[config.mk]
export PLATFORM = sky130hd
export DESIGN_NAME = gray_conv_pipe
export DESIGN_NICKNAME = d
export VERILOG_FILES = /design/src/rtl/gray_conv_pipe.sv
export SDC_FILE = /design/constraint.sdc
export NUM_CORES = 1
export LEC_CHECK = 0
export ABC_CLOCK_PERIOD_IN_PS = 3250
export BUFFER_PORTS_ARGS = -buffer_cell sky130_fd_sc_hd__buf_2
export CELL_PAD_IN_SITES_DETAIL_PLACEMENT = 1
export CELL_PAD_IN_SITES_GLOBAL_PLACEMENT = 1
export CORE_ASPECT_RATIO = 0.7
export CORE_MARGIN = 5
export CORE_UTILIZATION = 45
export CTS_CLUSTER_DIAMETER = 30
export CTS_CLUSTER_SIZE = 28
export DETAILED_ROUTE_END_ITERATION = 10
export PLACE_DENSITY = 0.92
export SLEW_MARGIN = 20
export SYNTH_ARGS = -nofsm -noshare
export SYNTH_HDL_FRONTEND = slang
export SYNTH_SLANG_ARGS = --single-unit
[constraint.sdc]
create_clock -name clk -period 3.25 [get_ports clk]
set_input_delay 0.1625 -clock clk [delete_from_list [all_inputs] [get_ports clk]]
set_output_delay 0.1625 -clock clk [all_outputs]
set_load 0.02 [all_outputs]
[src/rtl/gray_conv_pipe.sv]
// rtl/gray_conv_pipe.sv - two-stage Gray/binary converter with unit-distance checking
module gray_conv_pipe #(
  parameter int WIDTH = 4,
  parameter int CNT_W = 8
) (
  input  logic             clk,
  input  logic             rst_n,
  input  logic             clear,
  input  logic             in_valid,
  output logic             in_ready,
  input  logic             in_mode,
  input  logic [WIDTH-1:0] in_data,
  output logic             out_valid,
  input  logic             out_ready,
  output logic             out_mode,
  output logic [WIDTH-1:0] out_data,
  output logic             out_err,
  output logic [CNT_W-1:0] err_count
);

  localparam logic [WIDTH-1:0] DATA_ONE = WIDTH'(1);
  localparam logic [CNT_W-1:0] CNT_ONE  = CNT_W'(1);
  localparam logic [CNT_W-1:0] CNT_MAX  = {CNT_W{1'b1}};

  function automatic logic [WIDTH-1:0] gray2bin(input logic [WIDTH-1:0] g);
    logic [WIDTH-1:0] b;
    b = '0;
    b[WIDTH-1] = g[WIDTH-1];
    for (int i = WIDTH - 2; i >= 0; i--) begin
      b[i] = b[i+1] ^ g[i];
    end
    return b;
  endfunction

  function automatic logic [WIDTH-1:0] bin2gray(input logic [WIDTH-1:0] b);
    return b ^ (b >> 1);
  endfunction

  logic             s1_valid;
  logic             s1_mode;
  logic [WIDTH-1:0] s1_data;
  logic             s1_err;
  logic [WIDTH-1:0] prev_code;
  logic             prev_valid;

  logic             s2_load;
  logic             accept;
  logic [WIDTH-1:0] diff;
  logic             not_unit;
  logic             beat_err;

  assign s2_load  = s1_valid && (!out_valid || out_ready);
  assign in_ready = !s1_valid || s2_load;
  assign accept   = in_valid && in_ready;

  // Unit distance means exactly one bit set: nonzero and a power of two.
  assign diff     = in_data ^ prev_code;
  assign not_unit = (diff == '0) || ((diff & (diff - DATA_ONE)) != '0);
  assign beat_err = accept && !in_mode && prev_valid && not_unit && !clear;

  always_ff @(posedge clk or negedge rst_n) begin
    if (!rst_n) begin
      s1_valid <= 1'b0;
      s1_mode  <= 1'b0;
      s1_data  <= '0;
      s1_err   <= 1'b0;
    end else if (accept) begin
      s1_valid <= 1'b1;
      s1_mode  <= in_mode;
      s1_data  <= in_data;
      s1_err   <= beat_err;
    end else if (s2_load) begin
      s1_valid <= 1'b0;
    end
  end

  always_ff @(posedge clk or negedge rst_n) begin
    if (!rst_n) begin
      out_valid <= 1'b0;
      out_mode  <= 1'b0;
      out_data  <= '0;
      out_err   <= 1'b0;
    end else if (s2_load) begin
      out_valid <= 1'b1;
      out_mode  <= s1_mode;
      out_data  <= s1_mode ? bin2gray(s1_data) : gray2bin(s1_data);
      out_err   <= s1_err;
    end else if (out_ready) begin
      out_valid <= 1'b0;
    end
  end

  // A Gray beat coinciding with clear still seeds the new sequence.
  always_ff @(posedge clk or negedge rst_n) begin
    if (!rst_n) begin
      prev_code  <= '0;
      prev_valid <= 1'b0;
    end else if (accept && !in_mode) begin
      prev_code  <= in_data;
      prev_valid <= 1'b1;
    end else if (accept || clear) begin
      prev_valid <= 1'b0;
    end
  end

  always_ff @(posedge clk or negedge rst_n) begin
    if (!rst_n) begin
      err_count <= '0;
    end else if (clear) begin
      err_count <= '0;
    end else if (beat_err && (err_count != CNT_MAX)) begin
      err_count <= err_count + CNT_ONE;
    end
  end

endmodule

==> results.toml <==
[drt]
drt.antenna.violating_nets = 0
vias_per_cell = 5.58
dr_wl_met3_um = 127
met2_length_um = 1430
wl_per_cell_um = 16.7
route.detailed.drc = 0
firstDrtPassIters = 4
drt-total-wl_um = 2980
dr_total_vias = 998
met1Wirelength_um = 1330
drt_iter0_markers = 44
topRoutingLayerUsed = "met4"

[critical_path]
critPathMaxFanout = 9
worst-setup-path-type = "flop to flop"
reg2reg_depth = 5
r2r_slack_ns = 1.32
critical_path_required_ns = 3.45
critPathSlowestCell = "or4_1"
arrival_ns = 2.13
critical_path.reg2reg.startpoint = "s1_valid"
critical_path.endpoint_type = "flop"
crit-reg2reg-capture = "err_count[3]"
timing.critical_path.slowest_cell_delay_ns = 0.56
timing.critical_path.from_type = "flop"
cp_cell_sequence = "and3b_1 > nor2_4 > o211ai_1 > or4_1 > a21oi_1"

[job]
cap_viol_max_count = 0

[floorplan]
initial_utilization_pct = 46.9
fp.dieW_um = 74.4
die_area_um2 = 4100
core_um2 = 2780
chipHeight_um = 55.1
io-pin-count = 26
placement_rows = 16

[cts]
worst_setup_hold_path_clk_slew_ns = 0.09
worstSkewPairLatency_ns = 0.27
cts-htree-levels = 1
cts_tree = "done"
cts_post_setup_buffers_inserted = 0
cts_made_buffers = 3
clockRootBuffer = "clkbuf_8"
cts_buffer_depth = 2
clock_sinks = 27

[synth]
synth_fp_nets = 124
syn_area_um2 = 1310
synth_top_cell_area_share_pct = 51.7
synth_top_cells_by_area = "dfrtp_1 52%, mux2_2 11%, xnor2_1 5.4%"
synth_sequential_area_ratio_pct = 51.7
post_syn_instances = 113
dominantRegCellSynth = "dfrtp_1"
number_of_enable_type_register_cells_in_the_synthesized_netlist = 0
synth-warning-count = 0
synthesized_flop_and_latch_total = 27
async_flop_share_pct = 100
library_cell_with_the_largest_summed_area_after_synthesis = "dfrtp_1"
yosys.cell_types.count = 32
avgSynthCellArea_um2 = 11.6

[sta]
totalNegativeSetupSlack_ns = 0
worst_clock_skew_ns = 0.00508
slew_headroom_pct = 55.4
timing.final.crit_period_ns = 1.93
min_period_over_period_pct = 59.4
finalHoldViolations = 0
grt_setup_unrepaired = "false"
final.hold.worst_slack_ns = 0.119
final-max-slew-violation-count = 0
finalSetupViolCount = 0
worstMarginPinSlew_ns = 0.666
clock.fmax_ghz = 0.518

[hold_path]
hold_depth = 2
holdCritStartpoint = "in_mode"
timing.hold.worst_endpoint = "s1_err"
holdCritPathClass = "input port to flop"

[global_routing]
grt_pass1_vias = 1053
antenna_found_initial = 0
wire_length_of_the_first_global_routing_pass_um = 5110
largest_net_degree_at_the_start_of_global_routing = 28
track_usage_pct = 17.2
gr-total-overflow = 0

[pwr]
cellLeakagePower_uw = 0.000711
power.density_nw_per_um2 = 532
worst_ir_drop_vdd_mv = 0.264

[finish]
ant_diodes = 0
top_library_cells_by_usage_in_the_layout_fill_and_taps_aside = "27 x dfrtp_1, 25 x buf_2, 13 x mux2_2"
areaGrowthSynthToFinish_pct = 17.2
number_of_nets_in_the_finished_design = 155
num-fill-cells = 322
mostFrequentLayoutCell = "dfrtp_1"
drive_above_1_share_pct = 30.8
postLayoutCoreUtil_pct = 55.0

[placement]
routabilityCongestion = 0.789
post-dp-hpwl_um = 2250
portBuffers = 25

[run_status]
outcome = "complete, no violations"
==> layout make-up <==
type	instances	area (µm²)	area share (%)
inverters	4	15.0	0.980
well taps	36	45.0	2.94
flip-flops and latches	27	676	44.1
multi-input cells	82	616	40.2
clock buffers	4	45.0	2.94
repair buffers	26	135	8.82
==> cells by family after synthesis <==
kind of cell    share of synthesized area [%]
simple gates                             17.0
compound gates                           10.5
buf+inv                                  1.15
xor+xnor                                 6.71
fa+ha+maj                               0.958
mux                                      12.0
flops                                    51.7
==> timing repair <==
item                      4_1_cts  5_1_grt
hold buffers                    1        0
gates resized for setup         0        0
hold endpoints to repair       27        0
==> report_power, final <==
group / switching [µW] / total, µW / internal [µW]
registers: 30.1 / 411 / 380
clock network: 98.2 / 186 / 87.7
logic: 128 / 219 / 90.5
total: 257 / 815 / 559
==> Yosys cell counts, types with 3 or more instances <==
cell,instances
a21oi_1,3
dfrtp_1,27
inv_1,4
mux2_2,13
nand2_1,9
nand2b_1,4
nand3_1,4
nand4b_1,3
nor2_1,4
o21ai_0,3
o31ai_1,4
or4_1,3
xnor2_1,8
==> worst max path at each step <==
| stage | startpoint | endpoint | slack, ns | cells past startpoint |
|---|---|---|---|---|
| after floorplan | out_valid | err_count[5] | 1.50 | 5 |
| after global placement | prev_code[2] | err_count[5] | 1.46 | 5 |
| after detailed placement | prev_code[3] | err_count[4] | 1.35 | 5 |
| after CTS | prev_code[3] | err_count[3] | 1.31 | 5 |
| after global routing | s1_valid | err_count[5] | 1.15 | 5 |
| final | s1_valid | err_count[3] | 1.32 | 5 |
==> state kept, by name, summed over array words and instances (netlist names) <==
name and flops:
out_valid 1, s1_valid 1, s1_err 1, out_mode 1, s1_mode 1, err_count 8, prev_code 4, s1_data 4
out_err 1, out_data 4, prev_valid 1
==> through the flow <==
stage	cell area [µm²]	power [µW]	setup WS [ns]	instances
2_1_floorplan	1310	564	1.50	113
3_3_place_gp	1480	622	1.46	174
3_5_place_dp	1480	639	1.35	174
4_1_cts	1530	833	1.31	179
5_1_grt	1530	871	1.15	179
6_report	1530	815	1.32	179
==> routing by layer <==
metal  vias up  global-route usage (%)
met5         -                       0
met4         0                    9.47
met3         8                    4.69
met2        19                    27.8
met1       496                    21.1
li1        475                       -
==> worst max-delay path, delay by kind of cell, from the launching register on <==
kind	cells	cell delay, ns
AOI/OAI and AO/OA	2	0.44
and+or+nand+nor	3	1.02
DFF	1	0.40
No activity file was read; power rests on OpenSTA's default activity.
